===== src/rtl/imm_gen_pipe.sv =====
// Decode-stage immediate generator: classifies the RV opcode, builds the sign-extended
// immediate and queues {instr, imm, fmt} in a small in-order FIFO toward execute.
module imm_gen_pipe #(
    parameter int XLEN  = 32,
    parameter int DEPTH = 2
) (
    input  logic            clk,
    input  logic            rst,
    input  logic            in_valid,
    input  logic [31:0]     in_instr,
    output logic            in_ready,
    output logic            out_valid,
    input  logic            out_ready,
    output logic [31:0]     out_instr,
    output logic [XLEN-1:0] out_imm,
    output logic [2:0]      out_fmt,
    output logic            out_illegal,
    output logic [15:0]     illegal_cnt
);
    localparam int PW = $clog2(DEPTH);
    localparam int CW = $clog2(DEPTH + 1);

    localparam logic [2:0] FMT_R   = 3'd0;
    localparam logic [2:0] FMT_I   = 3'd1;
    localparam logic [2:0] FMT_S   = 3'd2;
    localparam logic [2:0] FMT_B   = 3'd3;
    localparam logic [2:0] FMT_U   = 3'd4;
    localparam logic [2:0] FMT_J   = 3'd5;
    localparam logic [2:0] FMT_ILL = 3'd7;

    logic [PW-1:0]   wr_ptr_q, wr_ptr_d, rd_ptr_q, rd_ptr_d;
    logic [CW-1:0]   count_q, count_d;
    logic [15:0]     illegal_cnt_q, illegal_cnt_d;
    logic [31:0]     instr_mem_q [DEPTH];
    logic [31:0]     instr_mem_d [DEPTH];
    logic [XLEN-1:0] imm_mem_q [DEPTH];
    logic [XLEN-1:0] imm_mem_d [DEPTH];
    logic [2:0]      fmt_mem_q [DEPTH];
    logic [2:0]      fmt_mem_d [DEPTH];

    logic            push, pop;
    logic [2:0]      dec_fmt;
    logic [31:0]     dec_imm;
    logic [XLEN-1:0] dec_imm_ext;

    // Every format is first built as a 32-bit sign-extended value, then widened to XLEN.
    always_comb begin
        dec_fmt = FMT_ILL;
        dec_imm = '0;
        case (in_instr[6:0])
            7'b0000011, 7'b0010011, 7'b0011011, 7'b1100111, 7'b1110011: begin
                dec_fmt = FMT_I;
                dec_imm = {{20{in_instr[31]}}, in_instr[31:20]};
            end
            7'b0100011: begin
                dec_fmt = FMT_S;
                dec_imm = {{20{in_instr[31]}}, in_instr[31:25], in_instr[11:7]};
            end
            7'b1100011: begin
                dec_fmt = FMT_B;
                dec_imm = {{19{in_instr[31]}}, in_instr[31], in_instr[7],
                           in_instr[30:25], in_instr[11:8], 1'b0};
            end
            7'b0110111, 7'b0010111: begin
                dec_fmt = FMT_U;
                dec_imm = {in_instr[31:12], 12'h000};
            end
            7'b1101111: begin
                dec_fmt = FMT_J;
                dec_imm = {{11{in_instr[31]}}, in_instr[31], in_instr[19:12],
                           in_instr[20], in_instr[30:21], 1'b0};
            end
            7'b0110011, 7'b0111011: begin
                dec_fmt = FMT_R;
            end
            default: ;
        endcase
        dec_imm_ext = XLEN'($signed(dec_imm));
    end

    // in_ready comes from count_q only, so a full buffer never admits on a same-cycle pop.
    assign in_ready  = (count_q != CW'(DEPTH));
    assign out_valid = (count_q != '0);
    assign push      = in_valid && in_ready;
    assign pop       = out_valid && out_ready;

    always_comb begin
        wr_ptr_d      = wr_ptr_q;
        rd_ptr_d      = rd_ptr_q;
        count_d       = count_q;
        illegal_cnt_d = illegal_cnt_q;
        instr_mem_d   = instr_mem_q;
        imm_mem_d     = imm_mem_q;
        fmt_mem_d     = fmt_mem_q;
        if (push) begin
            instr_mem_d[wr_ptr_q] = in_instr;
            imm_mem_d[wr_ptr_q]   = dec_imm_ext;
            fmt_mem_d[wr_ptr_q]   = dec_fmt;
            wr_ptr_d              = wr_ptr_q + PW'(1);
            if (dec_fmt == FMT_ILL && illegal_cnt_q != 16'hFFFF) begin
                illegal_cnt_d = illegal_cnt_q + 16'd1;
            end
        end
        if (pop) begin
            rd_ptr_d = rd_ptr_q + PW'(1);
        end
        case ({push, pop})
            2'b10:   count_d = count_q + CW'(1);
            2'b01:   count_d = count_q - CW'(1);
            default: count_d = count_q;
        endcase
    end

    always_ff @(posedge clk) begin
        if (rst) begin
            wr_ptr_q      <= '0;
            rd_ptr_q      <= '0;
            count_q       <= '0;
            illegal_cnt_q <= '0;
        end else begin
            wr_ptr_q      <= wr_ptr_d;
            rd_ptr_q      <= rd_ptr_d;
            count_q       <= count_d;
            illegal_cnt_q <= illegal_cnt_d;
        end
    end

    // Entry payload needs no reset; validity is tracked by count_q alone.
    always_ff @(posedge clk) begin
        instr_mem_q <= instr_mem_d;
        imm_mem_q   <= imm_mem_d;
        fmt_mem_q   <= fmt_mem_d;
    end

    always_comb begin
        out_instr   = '0;
        out_imm     = '0;
        out_fmt     = '0;
        out_illegal = 1'b0;
        if (out_valid) begin
            out_instr   = instr_mem_q[rd_ptr_q];
            out_imm     = imm_mem_q[rd_ptr_q];
            out_fmt     = fmt_mem_q[rd_ptr_q];
            out_illegal = (fmt_mem_q[rd_ptr_q] == FMT_ILL);
        end
    end

    assign illegal_cnt = illegal_cnt_q;

endmodule


===== config.mk =====
export PLATFORM = sky130hd
export DESIGN_NAME = imm_gen_pipe
export DESIGN_NICKNAME = d
export VERILOG_FILES = /design/src/rtl/imm_gen_pipe.sv
export SDC_FILE = /design/constraint.sdc
export NUM_CORES = 1
export LEC_CHECK = 0
export CAP_MARGIN = 40
export CORE_MARGIN = 5
export CORE_UTILIZATION = 44
export DETAILED_ROUTE_END_ITERATION = 6
export PLACE_DENSITY = 0.77
export SLEW_MARGIN = 30
export SYNTH_ARGS = -nofsm -noshare
export SYNTH_HDL_FRONTEND = slang
export SYNTH_SLANG_ARGS = --single-unit

===== constraint.sdc =====
create_clock -name clk -period 8.3 [get_ports clk]
set_input_delay 1.245 -clock clk [delete_from_list [all_inputs] [get_ports clk]]
set_output_delay 1.245 -clock clk [all_outputs]
set_load 0.005 [all_outputs]

==> metrics <==
area leader, netlist=edfxtp_1; gpl congestion=0.887; maximum VDD drop=0.229 mV; Synth Flop Type=edfxtp_1; worst hold path type=flip-flop to flip-flop; Cell Chain, Critical Path=buf_4, mux2i_1, nor2_1, clkdlybuf4s50_1; Critical Path Sink Type=output port; Core Area=14600 um^2; crit path max fanout=38; WHS=around 510 ps; Worst path max stage delay=710 ps; # Post-CTS Setup Buffers=0; CTS resizes=0; layout cells sized above 1=7.94%; Total Wirelength=between 10000 and 15000 um; Placed Instance Area=8050 um^2; max-cap viol count=0; Synth area leaders=edfxtp_1 (61%), mux2i_1 (10%), dfxtp_1 (6.1%); Seq/Total Area, Yosys=between 60% and 70%; clock transition at the registers of the reported paths=60 ps; pre-CTS WS=4520 ps; Pleak=2.99 nW; Total Die Area=17500 um^2; Post-synth EDFFs=134; CTS tree=yes; Power Total=2.64 mW; drt via density=approximately 5.4; Starting Density=45.1%; total I/O pin count=122; delay-heaviest family, CP=buffers and inverters; Clock Latency Late Sink=around 400 ps; slowest CP cell=dfxtp_4; first-pass GRT wire length=23300 um; WP data required=7050 ps; fmax=roughly 260 MHz; antenna violations before repair=0; DRT iter0 DRCs=248; final hold vios=0; DRC viols=0; Worst Tran Pin Value=~830 ps; synthesized net count=538; Non-Filler Instances=814; synthesized area=6580 um^2; # H-tree levels=4; normalized max-slew margin=44.4%; largest net degree at the start of global routing=43; count leader, synth=edfxtp_1; most frequent cells after synthesis=edfxtp_1 (134), nor2_1 (87), mux2i_1 (67); Final Cycle Share=between 40% and 50%; Power Dens Cells=305 nW/um^2; placed cell count=roughly 780; Final setup viols=0; Max Slew Vio Count=0; final setup margin=4390 ps; CTS Buf Count=17; FF+latch count, synth=~150; DR pass1 iterations=5; CTS root buf=clkbuf_16; clk sink count=154; Synth-to-Final Area Change=31.6%; Critical Path AT=2660 ps; Gate Count Post-Synth=500; # rows=44; post-layout util=59.3%; vias in the first global route=4506; hold_buf cts=0; final instance area=8650 um^2; DR vias=4420; diodes inserted=0; Final Skew=5.80 ps; HPWL after DPL=~9700 um; post-synthesis cell type count=40; unrepaired setup endpoints after global routing=no; GR Util All Layers=between 10% and 20%; port buffer count=around 120; Avg WL per Cell=approximately 18 um; Synthesis Warnings=0; Die Y=132 um; antenna-violating nets left=0; Critical Path Start Type=flip-flop; post-synth top area share=61.2%; Layout fillers=1162; status=finished, final reports clean; final worst path period need=between 3000 and 4000 ps; synthesized area per cell=13.2 um^2; GRT overflow=0; Die X=132 um; setup tns final=0 ps; Clock Tree Buf Depth=2; critical path class=flip-flop to output port; Crit path buffers/inverters=2; Layout Nets=about 660; asr flop ratio synth=0%
[flip-flops by register name (all words and copies together) (netlist names)]
signal	count
imm_mem_q	64
instr_mem_q	64
illegal_cnt	16
fmt_mem_q	6
count_q	2
rd_ptr_q	1
wr_ptr_q	1
[final cells by class]
cell class | instances | area, um^2 | area share, %
sequential | 154 | 4430 | 51.2
multi-input combinational | 308 | 2050 | 23.7
timing repair buffer | 129 | 1310 | 15.2
clock buffer | 19 | 433 | 5.00
tap | 184 | 230 | 2.66
clock inverter | 13 | 176 | 2.04
inverter | 7 | 26.3 | 0.304
[logic make-up (layout without fill, tap and decap cells)]
group	Yosys count	in the layout	synth area share, %
AOI/OAI and AO/OA	72	72	7.27
xor gates and xnor gates	4	4	0.533
adders and majority gates	2	2	0.381
buffers and inverters	38	168	2.19
DFF	154	154	67.3
muxes	70	70	10.7
and+or+nand+nor	160	160	11.6
[final timing paths]
check | slack [ps] | depth (start not counted) | start | to
max | 4390 | 4 | rd_ptr_q | out_imm[26]
min | 510 | 2 | illegal_cnt[11] | illegal_cnt[11]
max reg2reg | 6060 | 5 | count_q[0] | imm_mem_q[26]
min reg2reg | 510 | 2 | illegal_cnt[11] | illegal_cnt[11]
[tightest hold or removal path: stages (launching register included)]
cell and delay (ps):
dfxtp_1 340, o31ai_1 70, a21oi_1 60
[cell usage in the layout (no fill, tap or decap), types with 2 or more instances in the layout]
cell and count:
edfxtp_1 134, and2_1 8, or4_1 12, xnor2_1 2, a21oi_1 17, mux2i_1 67
nand3_1 10, clkdlybuf4s50_1 121, o31ai_1 10, bufinv_16 4, buf_4 6, clkinvlp_4 4
a21o_1 20, clkbuf_16 17, clkinv_1 2, nand2b_1 3, dfxtp_1 19, inv_1 7
nor2b_1 5, o21a_1 2, a31oi_1 6, a22o_1 4, or3_1 4, nor2_4 3
nor2_1 84, nor4_1 4, nor3_1 3, xor2_1 2, clkinv_2 2, clkbuf_1 2
ha_1 2, mux2_2 3, nand4_1 4, nand2_1 11, buf_16 2, o21ai_0 9
[metal layers]
metal,global-route usage [%],vias up,wire (um)
met5,0,-,0
met4,6.05,0,206
met3,4.89,18,908
met2,27.5,143,6990
met1,21.1,2159,6240
li1,-,2100,-
[report_power, final]
part / internal [mW] / leakage (nW) / switching (mW)
Sequential: 0.957 / 1.43 / 0.0596
Clock: 0.500 / 0.284 / 0.287
Combinational: 0.448 / 1.27 / 0.390
Total: 1.91 / 2.99 / 0.736
(Power assumes the default switching activity.)
